<file path="config.mk">
export PLATFORM = sky130hd
export DESIGN_NAME = adc_scan_sequencer
export DESIGN_NICKNAME = d
export VERILOG_FILES = /design/src/rtl/adc_scan_sequencer.sv
export SDC_FILE = /design/constraint.sdc
export NUM_CORES = 1
export LEC_CHECK = 0
export ABC_AREA = 1
export CAP_MARGIN = 25
export CORE_MARGIN = 8
export CORE_UTILIZATION = 55
export CTS_BUF_LIST = sky130_fd_sc_hd__clkbuf_16
export DETAILED_ROUTE_END_ITERATION = 12
export GPL_ROUTABILITY_DRIVEN = 1
export MAX_ROUTING_LAYER = met4
export PLACE_DENSITY = 0.89
export SLEW_MARGIN = 20
export SYNTH_ARGS = -nofsm -noshare
export SYNTH_HDL_FRONTEND = slang
export SYNTH_SLANG_ARGS = --single-unit
</file>
<file path="constraint.sdc">
create_clock -name clk -period 4.1 [get_ports clk]
set_input_delay 0.615 -clock clk [delete_from_list [all_inputs] [get_ports clk]]
set_output_delay 0.615 -clock clk [all_outputs]
set_load 0.005 [all_outputs]
</file>
<file path="src/rtl/adc_scan_sequencer.sv">
// adc_scan_sequencer: periodic multi-channel scan controller for the
// adc128s022 SPI controller in the uart_scope datapath.
//
// Ports:
//   clk, rst                 system clock, asynchronous active-low reset
//   scan_en, ch_mask         scan enable level and per-channel enable mask
//   sample_period            scan period in clk cycles (0 = back-to-back scans)
//   adc_en_conv/adc_channel  start pulse and channel select to the controller
//   adc_state/adc_conv_done  controller idle flag and completion pulse
//   adc_data                 conversion result, valid with adc_conv_done
//   smp_valid/smp_ready      one-entry output register handshake
//   smp_channel/smp_data     tagged sample held in the output register
//   busy                     a scan is in progress
//   overrun_cnt/timeout_cnt  saturating event counters
module adc_scan_sequencer #(
  parameter int unsigned PERIOD_W = 24,
  parameter int unsigned TIMEOUT  = 4096,
  parameter int unsigned OVR_W    = 16
) (
  input  logic                clk,
  input  logic                rst,
  input  logic                scan_en,
  input  logic [7:0]          ch_mask,
  input  logic [PERIOD_W-1:0] sample_period,
  output logic                adc_en_conv,
  output logic [2:0]          adc_channel,
  input  logic                adc_state,
  input  logic                adc_conv_done,
  input  logic [11:0]         adc_data,
  output logic                smp_valid,
  input  logic                smp_ready,
  output logic [2:0]          smp_channel,
  output logic [11:0]         smp_data,
  output logic                busy,
  output logic [OVR_W-1:0]    overrun_cnt,
  output logic [OVR_W-1:0]    timeout_cnt
);

  localparam int unsigned TO_W = $clog2(TIMEOUT + 1);

  typedef enum logic [2:0] {
    S_IDLE,
    S_WAIT_TICK,
    S_PICK,
    S_START,
    S_WAIT_DONE,
    S_PUSH
  } state_e;

  state_e              state_q, state_d;
  logic [PERIOD_W-1:0] tcnt_q, tcnt_d;
  logic                tick_q, tick_d;
  logic [7:0]          mask_q, mask_d;
  logic [PERIOD_W-1:0] period_q, period_d;
  logic [2:0]          cur_ch_q, cur_ch_d;
  logic [TO_W-1:0]     to_cnt_q, to_cnt_d;
  logic [11:0]         res_q, res_d;
  logic                adc_en_conv_q, adc_en_conv_d;
  logic [2:0]          adc_channel_q, adc_channel_d;
  logic                smp_valid_q, smp_valid_d;
  logic [2:0]          smp_channel_q, smp_channel_d;
  logic [11:0]         smp_data_q, smp_data_d;
  logic                busy_q, busy_d;
  logic [OVR_W-1:0]    overrun_q, overrun_d;
  logic [OVR_W-1:0]    timeout_q, timeout_d;

  logic                idle_like_c;
  logic [PERIOD_W-1:0] eff_period_c;
  logic [2:0]          low_ch_c;

  assign idle_like_c = (state_q == S_IDLE) || (state_q == S_WAIT_TICK);

  // While a scan runs the timer follows the period latched at scan start,
  // so a mid-scan period change only applies from the next scan.
  assign eff_period_c = idle_like_c ? sample_period : period_q;

  // Tick timer; >= recovers cleanly if the period shrinks below tcnt.
  always_comb begin
    tcnt_d = '0;
    tick_d = 1'b0;
    if (scan_en && (eff_period_c != '0)) begin
      if (tcnt_q >= eff_period_c - PERIOD_W'(1)) begin
        tick_d = 1'b1;
      end else begin
        tcnt_d = tcnt_q + PERIOD_W'(1);
      end
    end
  end

  // Lowest set bit of the remaining scan mask.
  always_comb begin
    low_ch_c = 3'd0;
    for (int i = 7; i >= 0; i--) begin
      if (mask_q[i]) low_ch_c = 3'(i);
    end
  end

  // Next-state and output logic.
  always_comb begin
    state_d       = state_q;
    mask_d        = mask_q;
    period_d      = period_q;
    cur_ch_d      = cur_ch_q;
    to_cnt_d      = to_cnt_q;
    res_d         = res_q;
    adc_en_conv_d = 1'b0;
    adc_channel_d = adc_channel_q;
    smp_valid_d   = smp_valid_q & ~smp_ready;
    smp_channel_d = smp_channel_q;
    smp_data_d    = smp_data_q;
    overrun_d     = overrun_q;
    timeout_d     = timeout_q;

    // Ticks landing mid-scan are dropped and counted.
    if (tick_q && !idle_like_c && (overrun_q != '1)) begin
      overrun_d = overrun_q + OVR_W'(1);
    end

    unique case (state_q)
      S_IDLE: begin
        if (scan_en) state_d = S_WAIT_TICK;
      end
      S_WAIT_TICK: begin
        if (!scan_en) begin
          state_d = S_IDLE;
        end else if (tick_q || (sample_period == '0)) begin
          mask_d   = ch_mask;
          period_d = sample_period;
          if (ch_mask != 8'd0) state_d = S_PICK;
        end
      end
      S_PICK: begin
        if (mask_q == 8'd0) begin
          state_d = scan_en ? S_WAIT_TICK : S_IDLE;
        end else begin
          cur_ch_d = low_ch_c;
          mask_d   = mask_q & (mask_q - 8'd1);
          state_d  = S_START;
        end
      end
      S_START: begin
        if (adc_state) begin
          adc_channel_d = cur_ch_q;
          adc_en_conv_d = 1'b1;
          to_cnt_d      = TO_W'(TIMEOUT);
          state_d       = S_WAIT_DONE;
        end
      end
      S_WAIT_DONE: begin
        if (adc_conv_done) begin
          res_d   = adc_data;
          state_d = S_PUSH;
        end else if (to_cnt_q <= TO_W'(1)) begin
          if (timeout_q != '1) timeout_d = timeout_q + OVR_W'(1);
          state_d = S_PICK;
        end else begin
          to_cnt_d = to_cnt_q - TO_W'(1);
        end
      end
      S_PUSH: begin
        if (!smp_valid_q || smp_ready) begin
          smp_valid_d   = 1'b1;
          smp_channel_d = cur_ch_q;
          smp_data_d    = res_q;
          state_d       = S_PICK;
        end
      end
      default: state_d = S_IDLE;
    endcase
  end

  assign busy_d = !((state_d == S_IDLE) || (state_d == S_WAIT_TICK));

  // State and output registers.
  always_ff @(posedge clk or negedge rst) begin
    if (!rst) begin
      state_q       <= S_IDLE;
      tcnt_q        <= '0;
      tick_q        <= 1'b0;
      mask_q        <= '0;
      period_q      <= '0;
      cur_ch_q      <= '0;
      to_cnt_q      <= '0;
      res_q         <= '0;
      adc_en_conv_q <= 1'b0;
      adc_channel_q <= '0;
      smp_valid_q   <= 1'b0;
      smp_channel_q <= '0;
      smp_data_q    <= '0;
      busy_q        <= 1'b0;
      overrun_q     <= '0;
      timeout_q     <= '0;
    end else begin
      state_q       <= state_d;
      tcnt_q        <= tcnt_d;
      tick_q        <= tick_d;
      mask_q        <= mask_d;
      period_q      <= period_d;
      cur_ch_q      <= cur_ch_d;
      to_cnt_q      <= to_cnt_d;
      res_q         <= res_d;
      adc_en_conv_q <= adc_en_conv_d;
      adc_channel_q <= adc_channel_d;
      smp_valid_q   <= smp_valid_d;
      smp_channel_q <= smp_channel_d;
      smp_data_q    <= smp_data_d;
      busy_q        <= busy_d;
      overrun_q     <= overrun_d;
      timeout_q     <= timeout_d;
    end
  end

  assign adc_en_conv = adc_en_conv_q;
  assign adc_channel = adc_channel_q;
  assign smp_valid   = smp_valid_q;
  assign smp_channel = smp_channel_q;
  assign smp_data    = smp_data_q;
  assign busy        = busy_q;
  assign overrun_cnt = overrun_q;
  assign timeout_cnt = timeout_q;

endmodule

</file>
# Word level (Yosys, flattened, before mapping)
# Cells that the tools add are included.
op_classes:
  add_sub_neg: 6
  n_mul: 0
  div: 0
  order_cmp: 2
  eq_ne: 14
  shift: 0
  muxes: 36
  n_bitwise: 5
  n_reduce_logical: 26
op_table:
  columns: ["cell", "n"]
  rows:
  - ["2-to-1 mux 24 bit", 3]
  - ["2-to-1 mux 3 bit", 16]
  - ["2-to-1 mux 13 bit", 3]
  - ["adder 16 x 1 -> 16 bit (second input constant)", 2]
  - ["inequality test 16 bit (second input constant)", 2]
  - ["one-hot mux 13 bit (2 select lines)", 1]
  - ["adder 24 x 1 -> 24 bit (second input constant)", 1]
  - [">= comparator 24 bit", 1]
  - ["logical NOT 24 bit", 1]
  - ["2-to-1 mux 8 bit", 3]
  - ["nonzero test 24 bit", 1]
  - ["subtractor 24 x 1 -> 24 bit (second input constant)", 1]
  - ["one-hot mux 3 bit (6 select lines)", 1]
  - ["one-hot mux 8 bit (2 select lines)", 1]
  - ["<= comparator 13 x 1 -> 1 bit (second input constant)", 1]
  - ["subtractor 13 x 1 -> 13 bit (second input constant)", 1]
  - ["AND reduction 4 bit", 3]
  - ["inequality test 2 bit (second input constant)", 5]
  - ["AND 8 bit", 1]
  - ["logical NOT 8 bit", 1]
  - ["AND reduction 2 bit", 4]
  - ["nonzero test 8 bit", 1]
  - ["subtractor 8 x 1 -> 8 bit (second input constant)", 1]
  - ["2-to-1 mux 1 bit", 7]
  - ["other kinds (13)", 27]
word_totals:
  reg_bits: 141
  latchBits: 0
  ram_bits: 0
  romBits: 0
  in_bits: 50
  out_inout_bits: 53
  elab_cells: 105
  mem_count: 0

# Depth between registers and ports, before layout
# Gate-level depths: netlist of the first run.
depth:
  word_depth: 8
  mapped_depth: 26
  mapped_depth_nobuf: 25

# Least setup slack after synthesis of the first run
# No wires, ideal clock.
synth_timing:
  path_type: "register to register"
  start: "reg state_q[1]"
  end: "reg tcnt_q[10]"
  setup_ns: 0.072
  t_arrival_ns: 2.974
  required_time_ns: 4.028
  slack_ns: 1.054
  path_stages_with_launch: 26
  n_path_buf: 3
  period_less_slack_ns: 3.046
  cell_sequence: "dfrtp_1 > nor2_4 > buf_6 > buf_12 > nand2_2 > o21ai_2 > nand2_2 > nor2_2 > nand2_2 > nor2_4 > nand2_1 > nand2_1 > nand2_1 > ha_1 > nand2_1 > inv_1 > nand3_1 > inv_1 > nand2_1 > nand2_1 > inv_1 > nand2_1 > nor2_1 > clkbuf_1 > nand3_1 > nor2_1"
synth_between:
  elab_chain_cells: 7
  word_cells_on_any_way: 10
  classes_between: "add/sub: 1; order compare: 1; eq/ne: 1; mux: 3; reduce/logical: 4"
synth_lines:
  columns: ["element", "line_no", "text"]
  rows:
  - ["start: declaration", "50", "state_e state_q, state_d;"]
  - ["start signal: assignment", "194", "state_q <= state_d;"]
  - ["equality test 3 x 1 -> 1 bit or logical NOT 3 bit (tied branches)", "71", "assign idle_like_c = (state_q == S_IDLE) || (state_q == S_WAIT_TICK);"]
  - ["logical OR 1 bit (*)", "71", null]
  - ["2-to-1 mux 24 bit (*)", "75", "assign eff_period_c = idle_like_c ? sample_period : period_q;"]
  - ["subtractor 24 x 1 -> 24 bit", "82", "if (tcnt_q >= eff_period_c - PERIOD_W'(1)) begin"]
  - [">= comparator 24 bit", "82", null]
  - ["2-to-1 mux 24 bit", "82", null]
  - ["2-to-1 mux 24 bit (*)", "81", "if (scan_en && (eff_period_c != '0)) begin"]
  - ["via tcnt_d[10]", "51", "logic [PERIOD_W-1:0] tcnt_q, tcnt_d;"]
  - ["end signal: assignment", "195", "tcnt_q <= tcnt_d;"]
  - ["end: declaration", "51", null]
# Mark *: on every way through the listed nets, which the timed path passes. The rest lies on a longest branch.
# A chain may end at the register's enable or synchronous reset.

# Final worst setup path of the first run
layout_timing:
  start: "reg state_q[2]"
  end: "reg tcnt_q[13]"
# The elaborated chain is that of the path after synthesis.

==> results of run 1 <==
[cells by family after synthesis]
kind of cell             count (synthesis)  synth area share [%]
flip-flops                             141                  39.4
buffers and inverters                  196                  9.01
AND/OR/NAND/NOR                        714                  33.5
AO/OA/AOI/OAI                          127                  8.12
adder cells (fa/ha/maj)                 30                  4.19
XOR/XNOR                                59                  5.77
[routing by layer]
| layer | wire length [µm] | up-vias | GRT usage [%] |
|---|---|---|---|
| met5 | 0 | - | - |
| met4 | 480 | 0 | 8.41 |
| met3 | 1850 | 43 | 6.87 |
| met2 | 11000 | 320 | 40.0 |
| met1 | 10000 | 3955 | 29.2 |
| li1 | - | 4159 | - |
[placed cells by master (no fill, tap or decap), types with 2 or more instances in the layout]
cell type	count
a21o_1	2
nand2_2	10
nor4_1	2
nand2_1	368
xor2_1	40
o21ai_4	3
inv_8	3
clkinvlp_4	2
o21a_1	3
xnor2_1	19
nor2_1	187
clkdlybuf4s50_1	101
nand4_1	20
inv_1	160
o21ai_1	7
nor2_2	5
nand3b_1	4
inv_6	5
o21ai_0	72
nor2_4	7
clkinv_4	3
nor3_1	14
a21oi_1	26
nand3_1	91
dfrtp_1	141
ha_1	30
inv_2	5
o31ai_1	4
buf_4	8
clkbuf_16	17
o21ai_2	9
[area by class of cell]
cell class,count,area (µm²)
Clock buffer,17,425
Clock inverter,15,128
Fill cell,1293,5180
Inverter,165,619
Sequential cell,141,3530
Tap cell,216,270
Timing Repair Buffer,112,1120
Multi-Input combinational cell,930,4620
[metrics by stage]
stage                     power (W)  instance area (µm²)  hold WS [ps]  utilization (%)
after global placement      0.00364                10100           465             63.8
after global routing        0.00556                10700           226             67.4
after CTS                   0.00521                10700           197             67.3
after floorplan             0.00313                 8950           319                -
after detailed placement    0.00372                10100           477             63.8
final                       0.00520                10700           179             67.4
[worst max-delay path: stages, from the launching register on]
cell and delay, ps:
dfrtp_1 420, inv_2 130, nand2_1 470, nand2_1 210
nand2_1 100, inv_1 100, nand2_1 80, nor2_1 100
nand2_1 120, nor2_4 190, nand2_1 70, nand2_1 50
nand2_1 50, ha_1 280, nand2_1 50, inv_1 60
nand2_1 50, nor2_1 210, nand2_1 100, a21oi_1 150
nor2_1 70, buf_4 210, nand3_1 110, nor2_1 50
[flip-flops by register name, summed over array words and instances, names as in the netlist]
register and flops:
period_q 24, adc_en_conv 1, adc_channel 3, res_q 12, smp_data 12, smp_channel 3, mask_q 8, timeout_cnt 16
tick_q 1, smp_valid 1, cur_ch_q 3, to_cnt_q 13, busy 1, overrun_cnt 16, state_q 3, tcnt_q 24
[power by group]
group	internal [W]	leakage [nW]	switching, W
logic	0.000736	3.26	0.00122
registers	0.00162	1.84	0.000172
clock network	0.000793	0.268	0.000666
[worst max-delay path by stage]
stage	slack, ps	cells after the start	startpoint	to
2_1_floorplan	1050	25	state_q[1]$_DFF_PN0_	tcnt_q[10]$_DFF_PN0_
3_3_place_gp	680	22	sample_period[0]	tcnt_q[9]$_DFF_PN0_
3_5_place_dp	550	22	sample_period[0]	tcnt_q[6]$_DFF_PN0_
4_1_cts	580	23	state_q[2]$_DFF_PN0_	tcnt_q[6]$_DFF_PN0_
5_1_grt	60	23	state_q[2]$_DFF_PN0_	tcnt_q[6]$_DFF_PN0_
6_report	520	23	state_q[2]$_DFF_PN0_	tcnt_q[13]$_DFF_PN0_
==> metrics, run 1 <==
status finished clean; ant diodes 0; clock transition at the registers of the reported paths 60 ps; Rel. slew slack 48.1%; Worst R2R End tcnt_q[13]$_DFF_PN0_; share of cells above drive strength 1 about 6.2%; flop2flop setup slack 520 ps; Via density 5.31; DRT Wirelength 23,400 µm; core area 15,900 µm²; H-tree lvl count 4; count of cell types in the netlist 37; Nets around 1.4k; total track usage 24.7%; setup bufs post-CTS 0; router iterations before antenna repair 6; top cells by instance count after synthesis nand2_1 (368), nor2_1 (187), inv_1 (160); Die H 144 µm; hpwl dp ~17,000 µm; Top Ports 103; IO Port Bufs 102; post-synth top area share 39.4%; largest cells by area after synthesis dfrtp_1 (39%), nand2_1 (15%), nor2_1 (7.8%); number of global-route vias before repair approximately 8.3k; crit path kind reg2reg; period utilisation layout 87.3%; #FFs+latches synth 141; TritonCTS sink count 141; Post-Synthesis Cells approximately 1.3k; max-slew violations 0; Final Hold Viols 0; syn_nets 1,347; synthesized area 8950 µm²; clk_skew 7.62 ps; startpoint types register; Remaining DRCs 0; post-cts resize count 0; CTS Buffer Depth 2; max-cap violations 0; Die ar. 20,600 µm²; Post-Place Cells 1,563; Worst setup EP type register; largest net degree at the start of global routing 80; worst-case reg-to-reg path depth 23; RSZ-0062 raised after global routing no; count leader, synth nand2_1; Die Wd 144 µm; Cell Count, Final, Fillers Out 1,596; initial antenna violation count 0; Max Fclk 0.279 GHz; Worst-Margin Slew 776 ps; Final setup viols 0; EDFF count, synth 0; Initial Util 56.4%; CTS Buf Count 17; WP data arrival about 3900 ps; drt wl/cell 14.6 µm; register area share after synthesis 39.4%; DRT iter0 DRCs between 700 and 800; dpl ws between 500 and 600 ps; Worst Path Required 4400 ps; first-pass GRT wire length 39,800 µm; row cnt between 40 and 50; Pleak 5.37 nW; crit path max fanout 24; synth warn 0; Clk Latency, worst-skew pair about 430 ps; reg-to-reg startpoint state_q[2]$_DFF_PN0_; area grow syn2layout 19.6%; Detail Route Antenna Nets 0; setup slack after layout between 500 and 600 ps; Synth area leader dfrtp_1; main flop type after synthesis dfrtp_1; maximum vdd drop 0.382 mV; min-delay worst type in2async; cts hold-fix bufs 0; Pwr Density 486 nW/µm²; syn avg cell area slightly above 7 µm²; gpl congestion 0.937; Min Clock Period, post-route roughly 3600 ps; vias post-DR 8,477; post-route setup TNS 0 ps; grt total ovfl 0; CTS tree built; post-synthesis async set-or-reset flop share 100%; CTS Root Cell clkbuf_16
No activity file was read; power rests on OpenSTA's default activity.
==> inputs of run 2 (changes only) <==
Settings changed: CORE_UTILIZATION 55 to 40, PLACE_DENSITY 0.89 to 0.71.
==> metrics, run 2 (synthesized netlist as in run 1, its figures left out) <==
Final Hold Viols 0 (unchanged); Die H 166 µm (+15%); initial antenna violation count 0 (unchanged); Clk Latency, worst-skew pair 440 ps (about the same); Die Wd 166 µm (+15%); first-pass GRT wire length 39,100 µm (-1.8%); Die ar. 27,400 µm² (+33%); Final setup viols 0 (unchanged); CTS Root Cell clkbuf_16; worst-case reg-to-reg path depth 22 (-4.3%); CTS Buf Count 17 (unchanged); Placed Area 10,200 µm² (+0.72%); DRT Wirelength 23,100 µm (-1.1%); combinational fraction of design power 36.5% (-1.0 points); Nets 1,445 (-0.14%); Worst setup EP type register; setup bufs post-CTS 0 (unchanged); startpoint types register; RSZ-0062 raised after global routing no; maximum vdd drop 0.349 mV (-8.6%); Reg power frac 33.6% (-0.8 points); biggest regs period_q (24), tcnt_q (24); post-route setup TNS 0 ps (unchanged); post-cts resize count 0 (unchanged); Max Fclk 0.289 GHz (+3.4%); drt wl/cell 13.9 µm (-4.8%); grt total ovfl 0 (unchanged); ant diodes 0 (unchanged); vias post-DR 8,266 (-2.5%); Worst-Margin Slew 961 ps (+184 ps); period utilisation layout 84.4% (-2.9 points); Min Clock Period, post-route 3460 ps (-117 ps); Worst Path Required 4410 ps (about the same); CTS Buffer Depth 2 (unchanged); Pleak 5.39 nW (+0.35%); clk_skew 14.6 ps (+6.98 ps); IO Port Bufs 102 (unchanged); DRT iter0 DRCs 502 (-35%); reg-to-reg startpoint state_q[1]$_DFF_PN0_; share of cells above drive strength 1 6.02% (-0.14 points); min-delay worst type in2async; Worst R2R End tcnt_q[8]$_DFF_PN0_; Top Ports 103 (unchanged); hpwl dp 17,000 µm (+0.98%); crit path max fanout 29 (+21%); TritonCTS sink count 141 (unchanged); area grow syn2layout 20.7%; filler cell count 2,129 (+65%); CTS tree built; Switching Power 0.00208 W (+1.1%); total track usage 17.3% (-7.4 points); switch share 39.2% (-0.32 points); row cnt 54 (+17%); commonest non-fill, non-tap cell in the layout nand2_1; Pint 0.00323 W (+2.5%); part of the power in the clock network 29.8% (+1.7 points); WP data arrival 3770 ps (-110 ps); crit path kind reg2reg; commonest cells after routing, fill and taps aside nand2_1 (368), nor2_1 (187), inv_1 (160); Pwr Density 491 nW/µm² (+1.1%); status finished clean; max-slew violations 0 (unchanged); Initial Util 40.9% (-15 points); cts hold-fix bufs 0 (unchanged); max-cap violations 0 (unchanged); Detail Route Antenna Nets 0 (unchanged); router iterations before antenna repair 5 (-1); core area 21,900 µm² (+38%); largest net degree at the start of global routing 101 (+26%); H-tree lvl count 4 (unchanged); flop2flop setup slack 640 ps (+120 ps); gpl congestion 0.931 (-0.60%); number of global-route vias before repair 8,117 (-2.1%); design area 10,800 µm² (+0.91%); clock transition at the registers of the reported paths 80 ps (+20 ps); Via density 4.99 (-6.1%); Remaining DRCs 0 (unchanged); Rel. slew slack 35.8% (-12 points)
## run 2: area by class of cell
| class | instances | area [µm²] | share of cell area [%] |
|---|---|---|---|
| multi-input cells | 930 | 4620 | 42.8 |
| flip-flops and latches | 141 | 3530 | 32.7 |
| repair buffers | 110 | 1090 | 10.1 |
| inverters | 165 | 619 | 5.73 |
| clock buffers | 17 | 425 | 3.94 |
| well taps | 280 | 350 | 3.24 |
| clock inverters | 15 | 168 | 1.55 |
## run 2: routing by layer
metal  share of wire (%)  routed length, µm  track usage [%]  vias up
li1                    -                  -                -     4167
met1                  46              10600             20.7     3870
met2                  47              10800             27.6      196
met3                 5.5               1280             5.21       33
met4                 1.8                420             5.17        0
met5                   0                  0                -        -
## run 2: critical path: stages, from the launching register on
cell and delay [ps]:
dfrtp_1 470, nor2_4 350, buf_12 260, nand2_1 70, o21ai_1 170, inv_1 80, nor2_1 120, nand2_1 80
nor3_1 240, nand2_1 80, nand2_1 70, nand2_1 50, ha_1 290, nand2_1 60, inv_1 60, nand2_1 50
nor2_1 210, nand2_1 80, a21oi_1 110, nor2_1 60, buf_4 210, nand3_1 100, nor2_1 50
## run 2: power by group through the flow
stage | combinational, W | clock [W] | sequential (W)
6_report | 0.00194 | 0.00158 | 0.00178
3_3_place_gp | 0.00188 | 0 | 0.00179
3_5_place_dp | 0.00193 | 0 | 0.00180
4_1_cts | 0.00194 | 0.00160 | 0.00178
5_1_grt | 0.00222 | 0.00167 | 0.00181
2_1_floorplan | 0.00136 | 0 | 0.00178
## run 2: worst max path at each step
stage,startpoint,end,slack (ps),depth (start not counted)
2_1_floorplan,state_q[1]$_DFF_PN0_,tcnt_q[10]$_DFF_PN0_,1050,25
3_3_place_gp,sample_period[0],tcnt_q[21]$_DFF_PN0_,690,22
3_5_place_dp,sample_period[0],tcnt_q[16]$_DFF_PN0_,630,22
4_1_cts,state_q[1]$_DFF_PN0_,tcnt_q[10]$_DFF_PN0_,670,22
5_1_grt,state_q[1]$_DFF_PN0_,tcnt_q[16]$_DFF_PN0_,220,24
6_report,state_q[1]$_DFF_PN0_,tcnt_q[8]$_DFF_PN0_,640,22
## run 2: per-stage QoR
stage	worst slack (ps)	utilization, %	power [W]	cells	hold slack [ps]
detailed placement	631	46.7	0.00373	1626	475
global placement	691	46.7	0.00368	1626	465
finish	639	49.4	0.00531	1658	262
global route	221	49.4	0.00570	1658	352
floorplan	1050	-	0.00313	1267	319
CTS	669	49.4	0.00533	1658	328
==> inputs of run 3 (changes only) <==
Clock period 4.1 ns to 3.56 ns, I/O delays scaled along.
==> metrics, run 3 (synthesized netlist as in run 1, its figures left out) <==
Die H 166 µm (unchanged); dpl ws 58.6 ps (-572 ps); sequential cell area 3530 µm² (about the same); Clk Latency, worst-skew pair 440 ps (about the same); Final Hold Viols 0 (unchanged); Pwr Density 561 nW/µm² (+14%); ant diodes 0 (unchanged); Post-Place Cells 1,627 (+0.062%); critical path's slowest cell dfrtp_2; H-tree lvl count 4 (unchanged); Top Ports 103 (unchanged); IO Port Bufs 102 (unchanged); Pint 0.00371 W (+15%); Via density 4.95 (-0.67%); period utilisation layout 90.3% (+5.9 points); Core Util, Final 49.8% (+0.42 points); startpoint types register; clock transition at the registers of the reported paths 70 ps (about the same); maximum vdd drop 0.364 mV (+4.3%); Detail Route Antenna Nets 0 (unchanged); number of global-route vias before repair 8,064 (-0.65%); Remaining DRCs 0 (unchanged); grt total ovfl 0 (unchanged); filler cell count 2,129 (unchanged); CTS Buffer Depth 2 (unchanged); Initial Util 40.9% (unchanged); part of the power in the clock network 28.7% (-1.1 points); row cnt 54 (unchanged); Reg power frac 33.6% (about the same); Top cell by count, worst path nand2_1; Worst setup EP type register; CP bufs+invs 6 (+2); vias post-DR 8,235 (-0.38%); Max Fclk 0.311 GHz (+7.6%); WP data arrival 3580 ps (-190 ps); Pleak 5.42 nW (+0.69%); CTS Buf Count 17 (unchanged); worst path cell trace nor2_4 > buf_12 > clkbuf_16 > o21ai_1 > nand2_1 > nor2_1 > nand2_1 > nor2_4 > nand2_1 > nand2_1 > nand2_1 > ha_1 > nand2_1 > inv_1 > nand3_1 > inv_1 > nand2_1 > nand2_1 > inv_1 > nand2_1 > nor2_2 > buf_6 > nand3_1 > nor2_1; max-slew violations 0 (unchanged); clk_skew 12.2 ps (-2.43 ps); CTS tree built; TritonCTS sink count 141 (unchanged); first-pass GRT wire length 38,700 µm (-0.92%); Min Clock Period, post-route 3220 ps (-245 ps); area grow syn2layout 21.7%; hpwl dp 16,700 µm (-1.9%); commonest non-fill, non-tap cell in the layout nand2_1; Nets 1,450 (+0.35%); DRT Wirelength 23,200 µm (+0.33%); status finished clean; max-cap violations 0 (unchanged); flop2flop setup slack 340 ps (-300 ps); Cell Count, Final, Fillers Out 1,663 (+0.30%); core area 21,900 µm² (unchanged); Rel. slew slack 55.4% (+20 points); Top Family by Delay on Critical Path simple AND/OR/NAND/NOR gates; crit path kind reg2reg; Worst Path Required 3920 ps (-490 ps); Worst-Margin Slew 669 ps (-292 ps); DRT iter0 DRCs 615 (+23%); worst hold slack 83.3 ps (-179 ps); setup slack after layout 344 ps (-295 ps); total power draw 0.00611 W (+15%); CTS Root Cell clkbuf_16; drt wl/cell 13.9 µm (about the same); switch share 39.4% (+0.20 points); combinational fraction of design power 37.8% (+1.3 points); crit path max fanout 19 (-34%); Crit path largest cell delay 450 ps (-20 ps); total track usage 17.1% (-0.20 points); min-delay worst type in2async; Switching Power 0.00241 W (+16%); Die ar. 27,400 µm² (unchanged); largest net degree at the start of global routing 73 (-28%); Final setup viols 0 (unchanged); share of cells above drive strength 1 6.72% (+0.70 points); Multi-input gate area 4630 µm² (+0.24%); router iterations before antenna repair 5 (unchanged); initial antenna violation count 0 (unchanged); gpl congestion 0.902 (-3.2%); biggest regs period_q (24), tcnt_q (24); commonest cells after routing, fill and taps aside nand2_1 (367), nor2_1 (185), inv_1 (160); Die Wd 166 µm (unchanged)
-- run 3: cell types whose count changed in the layout (fill, tap and decap cells not counted), moves of 2 or more --
cell	delta
nor2_2	+2
nor2_1	-2
buf_6	+2
inv_8	-2
buf_12	+3
-- run 3: timing repair --
item | CTS | global route
setup buffers | 0 | 2
hold endpoints to repair | 0 | 0
setup endpoints to repair | 0 | 25
resized for setup | 0 | 9
hold buffers | 0 | 0
-- run 3: power groups by stage --
| stage | Clock (W) | Combinational (W) | Sequential (W) |
|---|---|---|---|
| floorplan | 0 | 0.00156 | 0.00204 |
| global placement | 0 | 0.00218 | 0.00207 |
| detailed placement | 0 | 0.00222 | 0.00207 |
| CTS | 0.00179 | 0.00223 | 0.00205 |
| global route | 0.00185 | 0.00263 | 0.00209 |
| finish | 0.00175 | 0.00231 | 0.00205 |
-- run 3: area by class of cell --
type | count | share of cell area (%)
flip-flops and latches | 141 | 32.4
clock inverters | 15 | 1.35
well taps | 280 | 3.21
multi-input cells | 930 | 42.5
inverters | 165 | 5.68
clock buffers | 17 | 3.90
repair buffers | 115 | 11.0
-- run 3: worst paths after layout --
kind                                          from                         end  cells after the start
min in group clk           smp_data[4]$_DFFE_PN0P_     smp_data[4]$_DFFE_PN0P_                      2
min reg2reg                smp_data[4]$_DFFE_PN0P_     smp_data[4]$_DFFE_PN0P_                      2
max in group asynchronous                      rst    period_q[20]$_DFFE_PN0P_                      2
min                                            rst  overrun_cnt[2]$_DFFE_PN0P_                      1
max reg2reg                   state_q[1]$_DFF_PN0_         tcnt_q[1]$_DFF_PN0_                     24
max                           state_q[1]$_DFF_PN0_         tcnt_q[1]$_DFF_PN0_                     24
-- run 3: layer usage --
layer  GRT usage, %  vias up  wire, µm
li1               -     4167         -
met1           20.7     3834     10800
met2           27.1      196     10700
met3           4.52       38      1240
met4           6.03        0       445
met5              -        -         0
-- run 3: through the flow --
stage                     TNS [ps]  instance area, µm²
after global routing         -98.6               10900
after CTS                        0               10800
after global placement           0               10200
after floorplan                  0                8950
final                            0               10900
after detailed placement         0               10200
